File: config.mk
export PLATFORM = sky130hd
export DESIGN_NAME = fetch_stage
export DESIGN_NICKNAME = d
export VERILOG_FILES = /design/src/rtl/fetch_stage_pkg.sv /design/src/rtl/fetch_stage.sv
export SDC_FILE = /design/constraint.sdc
export NUM_CORES = 1
export LEC_CHECK = 0
export ABC_AREA = 1
export CAP_MARGIN = 10
export CORE_AREA = 5 5 114 116
export CTS_BUF_LIST = sky130_fd_sc_hd__clkbuf_8
export CTS_CLUSTER_SIZE = 20
export DETAILED_ROUTE_END_ITERATION = 8
export DIE_AREA = 0 0 119 121
export DONT_BUFFER_PORTS = 1
export PLACE_DENSITY = 0.73
export SETUP_SLACK_MARGIN = 0.02
export SYNTH_ARGS = -nofsm -noshare
export SYNTH_HDL_FRONTEND = slang
export SYNTH_SLANG_ARGS = --single-unit
File: constraint.sdc
create_clock -name clk -period 1.83 [get_ports clk]
set_clock_uncertainty 0.2 [all_clocks]
set_input_delay 0.2745 -clock clk [delete_from_list [all_inputs] [get_ports clk]]
set_output_delay 0.2745 -clock clk [all_outputs]
set_load 0.005 [all_outputs]
File: src/rtl/fetch_stage_pkg.sv
// Shared fetch-side constants and types: reset vector, fetch exception codes,
// FSM encoding and the decode hand-off slot payload.
package fetch_stage_pkg;

  localparam int unsigned ADDR_W = 32;
  localparam int unsigned EXC_W  = 5;

  localparam logic [ADDR_W-1:0] RESET_PC_DEF = 32'hbfc00000;
  localparam logic [EXC_W-1:0]  EXC_ADEL_DEF = 5'h04;
  localparam logic [EXC_W-1:0]  EXC_TLBL_DEF = 5'h02;

  typedef enum logic {
    ST_REQ  = 1'b0,
    ST_HALT = 1'b1
  } fetch_state_t;

  typedef struct packed {
    logic              valid;
    logic [ADDR_W-1:0] pc;
    logic              cancelled;
    logic              exc;
    logic              exc_miss;
    logic [EXC_W-1:0]  exccode;
  } fetch_slot_t;

  localparam fetch_slot_t SLOT_EMPTY = '0;

  // Fetch exception code: misalignment outranks any ITLB fault.
  function automatic logic [EXC_W-1:0] fault_code(input logic misaligned,
                                                   input logic [EXC_W-1:0] adel,
                                                   input logic [EXC_W-1:0] tlbl);
    return misaligned ? adel : tlbl;
  endfunction

endpackage

File: src/rtl/fetch_stage.sv
// Instruction fetch front end: owns the PC, issues one word read per
// instruction and hands a slot (pc / cancel / exception) to decode.
module fetch_stage
  import fetch_stage_pkg::*;
#(
  parameter logic [ADDR_W-1:0] RESET_PC = RESET_PC_DEF,
  parameter logic [EXC_W-1:0]  EXC_ADEL = EXC_ADEL_DEF,
  parameter logic [EXC_W-1:0]  EXC_TLBL = EXC_TLBL_DEF
) (
  input  logic              clk,
  input  logic              resetn,
  output logic              inst_req,
  output logic              inst_wr,
  output logic [1:0]        inst_size,
  output logic [ADDR_W-1:0] inst_addr,
  input  logic              inst_addr_ok,
  input  logic              itlb_refill_i,
  input  logic              itlb_invalid_i,
  input  logic              redirect_i,
  input  logic [ADDR_W-1:0] redirect_pc_i,
  input  logic              ready_i,
  output logic              valid_o,
  output logic [ADDR_W-1:0] pc_o,
  output logic              cancelled_o,
  output logic              exc_o,
  output logic              exc_miss_o,
  output logic [EXC_W-1:0]  exccode_o,
  output logic [31:0]       perfcnt_fetch_waitaddr
);

  fetch_state_t      r_state;
  fetch_state_t      w_state_nxt;
  fetch_slot_t       r_slot;
  fetch_slot_t       w_slot_nxt;
  logic [ADDR_W-1:0] r_pc;
  logic [ADDR_W-1:0] w_pc_nxt;
  logic [31:0]       r_perf;

  logic w_can_load;
  logic w_misaligned;
  logic w_fault;
  logic w_load_req;
  logic w_load_exc;

  assign w_can_load   = !r_slot.valid || ready_i;
  assign w_misaligned = (r_pc[1:0] != 2'b00);
  assign w_fault      = w_misaligned || itlb_refill_i || itlb_invalid_i;

  // State register
  always_ff @(posedge clk or negedge resetn) begin
    if (!resetn) r_state <= ST_REQ;
    else         r_state <= w_state_nxt;
  end

  // Next state: a redirect always restarts fetching; a fault slot parks in HALT
  always_comb begin
    w_state_nxt = r_state;
    unique case (r_state)
      ST_REQ: begin
        if (redirect_i)                   w_state_nxt = ST_REQ;
        else if (w_can_load && w_fault)   w_state_nxt = ST_HALT;
      end
      ST_HALT: begin
        if (redirect_i) w_state_nxt = ST_REQ;
      end
      default: w_state_nxt = ST_REQ;
    endcase
  end

  // FSM outputs
  always_comb begin
    inst_req   = 1'b0;
    w_load_req = 1'b0;
    w_load_exc = 1'b0;
    if (r_state == ST_REQ) begin
      inst_req   = w_can_load && !w_fault;
      w_load_req = inst_req && inst_addr_ok;
      w_load_exc = w_can_load && w_fault;
    end
  end

  // Slot and PC update; a redirect marks whatever is loaded or held as squashed
  always_comb begin
    w_slot_nxt = r_slot;
    w_pc_nxt   = r_pc;
    if (w_load_req) begin
      w_slot_nxt           = SLOT_EMPTY;
      w_slot_nxt.valid     = 1'b1;
      w_slot_nxt.pc        = r_pc;
      w_slot_nxt.cancelled = redirect_i;
      w_pc_nxt             = r_pc + ADDR_W'(4);
    end else if (w_load_exc) begin
      w_slot_nxt.valid     = 1'b1;
      w_slot_nxt.pc        = r_pc;
      w_slot_nxt.cancelled = redirect_i;
      w_slot_nxt.exc       = 1'b1;
      w_slot_nxt.exc_miss  = itlb_refill_i && !w_misaligned;
      w_slot_nxt.exccode   = fault_code(w_misaligned, EXC_ADEL, EXC_TLBL);
    end else if (r_slot.valid && ready_i) begin
      w_slot_nxt = SLOT_EMPTY;
    end else if (r_slot.valid && redirect_i) begin
      w_slot_nxt.cancelled = 1'b1;
    end
    if (redirect_i) w_pc_nxt = redirect_pc_i;
  end

  always_ff @(posedge clk or negedge resetn) begin
    if (!resetn) begin
      r_slot <= SLOT_EMPTY;
      r_pc   <= RESET_PC;
    end else begin
      r_slot <= w_slot_nxt;
      r_pc   <= w_pc_nxt;
    end
  end

  // Address-handshake stall counter, free-running and wrapping
  always_ff @(posedge clk or negedge resetn) begin
    if (!resetn)                         r_perf <= '0;
    else if (inst_req && !inst_addr_ok)  r_perf <= r_perf + 32'(1);
  end

  assign inst_wr                = 1'b0;
  assign inst_size              = 2'd2;
  assign inst_addr              = r_pc;
  assign valid_o                = r_slot.valid;
  assign pc_o                   = r_slot.pc;
  assign cancelled_o            = r_slot.cancelled;
  assign exc_o                  = r_slot.exc;
  assign exc_miss_o             = r_slot.exc_miss;
  assign exccode_o              = r_slot.exccode;
  assign perfcnt_fetch_waitaddr = r_perf;

endmodule

==> results.cfg <==
[logic_synthesis]
synth_edf_count = 0
syn_area_um2 = 5780
ys_seq_area_share_pct = 44.8
synth_common_cells = nand2_1, dfrtp_1, nor2_1
synth.area.top_cells = dfrtp_1, nand2_1, nand3_1
synth_ff_type = dfrtp_1
yosysWarnings = 0
yosys.area.top_type = dfrtp_1
synth_cells = 781
synth_most_common_cell = nand2_1
avgSynthCellArea_um2 = 7.40
ys_seq_elements = 103
synth_cell_types = 32
synth_top_area_share_pct = 40.7
async_flop_share_pct = 100

[floorplanning]
initial_core_util_pct = 48.9
die_area_um2 = 14400
core-area_um2 = 11800
ios = 148
die_x_um = 119
rows = 40
die_h_um = 121

[setup_path]
arrival_ps = 1340
critPathMaxFanout = 4
crit_type = register to output pin
path_delay_family = flip-flops
path_cells = inv_2 -> nand2_4 -> nor2_4 -> nand3_2 -> inv_2
critPathBufInv = 2
required_ps = 1360
cp-start-kind = register
critical_path.most_common_cell = inv_2
crit_slowest_cell = dfrtp_1
end_kind = output pin
slowest_delay_ps = 400

[status]
violations = hold timing
status = complete, but fails checks

[cells_and_area]
drive_gt1_share_pct = 19.1
fin_cells = 1016
n_fill_cell = 1047
fin_area_um2 = 7130
fin_nets = 905
antenna_cells = 0
multi_input_area_um2 = 2980
seqCellArea_um2 = 2600
syn2layout_area_growth_pct = 23.5

[placed_design]
placed_cells = 954
portBuffers = 0
dpl.hpwl_um = 11700
place.gp.congestion = 0.945
dpl_cell_area_um2 = 6190

[clock_tree]
cts_hold_buf = 41
cts_tree = built
clk_latency_ps = 400
h-tree-depth = 3
cts_root_buf = clkbuf_8
cts_buffers = 9
clock_sink_count = 103
cts.clk_slew.worst_paths_ps = 110
clockBufferDepth = 2

[power]
p_int_w = 0.00410
vdd_drop_max_mv = 0.441
p_sw_share_pct = 30.1
powerDensity_nw_per_um2 = 824
clkPwrFrac_pct = 31.6
switchingPower_w = 0.00177
p_leak_nw = 3.38
design_power_total_w = 0.00587
pwr-share-seq_pct = 49.3
p_comb_share_pct = 19.2

[sta]
clock.fmax_mhz = 552
setup_viol = 0
setup-tns-final_ps = 0
hold_viol = 103
period_needed_ps = 1810
rsz0062_at_grt = true
holdWs_ps = -635
period_share_pct = 98.9
report.final.slew_viol_count = 0

[global_route]
grt_pass1_wl_um = 26000
grt_max_degree = 104
grt.total_usage_pct = 22.7
grt_overflow = 0
grt_pass1_vias = 5227
antenna_found_initial = 0

[detailed_routing]
via_count = 5324
wl_met1_um = 6340
drt_iter0_drc = 373
viasPerCell = 5.24
first_pass_iters = 5
wl_per_cell_um = 16.1
wl_met2_um = 7950
highest_layer = met4
ant_nets = 0
wirelength_um = 16300
wl_met3_um = 1490
drc = 0

[job]
cap_viol_max_count = 0

[hold_path]
hold_path_class = input port to async pin
cells by family after synthesis:
| kind of cell | after synthesis | share of synthesized area, % |
|---|---|---|
| AOI/OAI and AO/OA | 38 | 3.94 |
| xor gates and xnor gates | 31 | 4.70 |
| adders and majority gates | 2 | 0.433 |
| buffers and inverters | 86 | 7.08 |
| DFF | 103 | 44.8 |
| other | 2 | 0.130 |
| and+or+nand+nor | 519 | 38.9 |
what timing repair did:
item | CTS | global route
pin swaps | 1 | 11
gates cloned | 0 | 0
endpoints found under the hold margin | 139 | 103
setup endpoints to repair | 10 | 76
resized for setup | 1 | 70
setup buffers | 0 | 5
registers in the layout, indices dropped and copies added (netlist names):
name and flops:
valid_o 1, pc_o 32, inst_addr 32, exc_miss_o 1, exc_o 1, r_state 1
exccode_o 2, cancelled_o 1, perfcnt_fetch_waitaddr 32
metal layers:
metal	vias up	GRT usage [%]
li1	2582	-
met1	2467	25.5
met2	223	38.5
met3	52	8.39
met4	0	10.5
met5	-	0
cell type report:
class                           instances  area share [%]
Sequential cell                       103            36.5
Clock inverter                          7            1.91
Clock buffer                            9            1.74
Tap cell                              147            2.58
Multi-Input combinational cell        596            41.8
Inverter                               64            3.46
Timing Repair Buffer                   90            12.0
final timing paths:
check,depth (start not counted),start,slack (ps),to
max,5,inst_addr[1],20,inst_req
min,0,resetn,-640,inst_addr[10]
max reg2reg,8,inst_addr[1],50,perfcnt_fetch_waitaddr[10]
min reg2reg,2,pc_o[7],320,pc_o[7]
max in group asynchronous,0,resetn,1790,inst_addr[26]
min in group clk,4,inst_addr_ok,60,perfcnt_fetch_waitaddr[6]
cell usage in the layout, fill, tap and decap left out, types with 3 or more instances in the layout:
cell / Yosys / routed
inv_1: 58 / 58
dfrtp_2: 0 / 10
nand3b_1: 6 / 6
dlygate4sd3_1: 0 / 40
nand4_1: 8 / 8
bufinv_16: 0 / 4
buf_4: 8 / 42
o21ai_1: 5 / 7
o21ai_2: 10 / 11
o21ai_0: 22 / 19
clkbuf_8: 0 / 9
and2_1: 3 / 3
nand2_4: 3 / 5
nand3_2: 0 / 4
conb_1: 2 / 6
dfrtp_1: 94 / 84
inv_2: 6 / 4
nand2_1: 319 / 310
xor2_1: 23 / 22
nor2_4: 4 / 18
dfstp_2: 9 / 9
buf_12: 0 / 6
nand2_2: 12 / 19
nor3_1: 4 / 3
nand3_1: 63 / 58
nor2_2: 14 / 11
xnor2_1: 8 / 8
nor2_1: 78 / 67
per-stage QoR:
| step | setup WS [ps] | util [%] |
|---|---|---|
| after floorplan | 148 | - |
| after global placement | 52.1 | 52.4 |
| after detailed placement | 1.46 | 52.4 |
| after CTS | -5.80 | 58.2 |
| after global routing | -66.1 | 60.4 |
| final | 19.8 | 60.4 |
power by group through the flow:
stage / registers [W] / clock network [W] / logic, W
2_1_floorplan: 0.00288 / 0 / 0.000614
3_3_place_gp: 0.00293 / 0 / 0.000941
3_5_place_dp: 0.00294 / 0 / 0.000962
4_1_cts: 0.00290 / 0.00188 / 0.00105
5_1_grt: 0.00294 / 0.00198 / 0.00126
6_report: 0.00289 / 0.00185 / 0.00113
(Power assumes the default switching activity.)
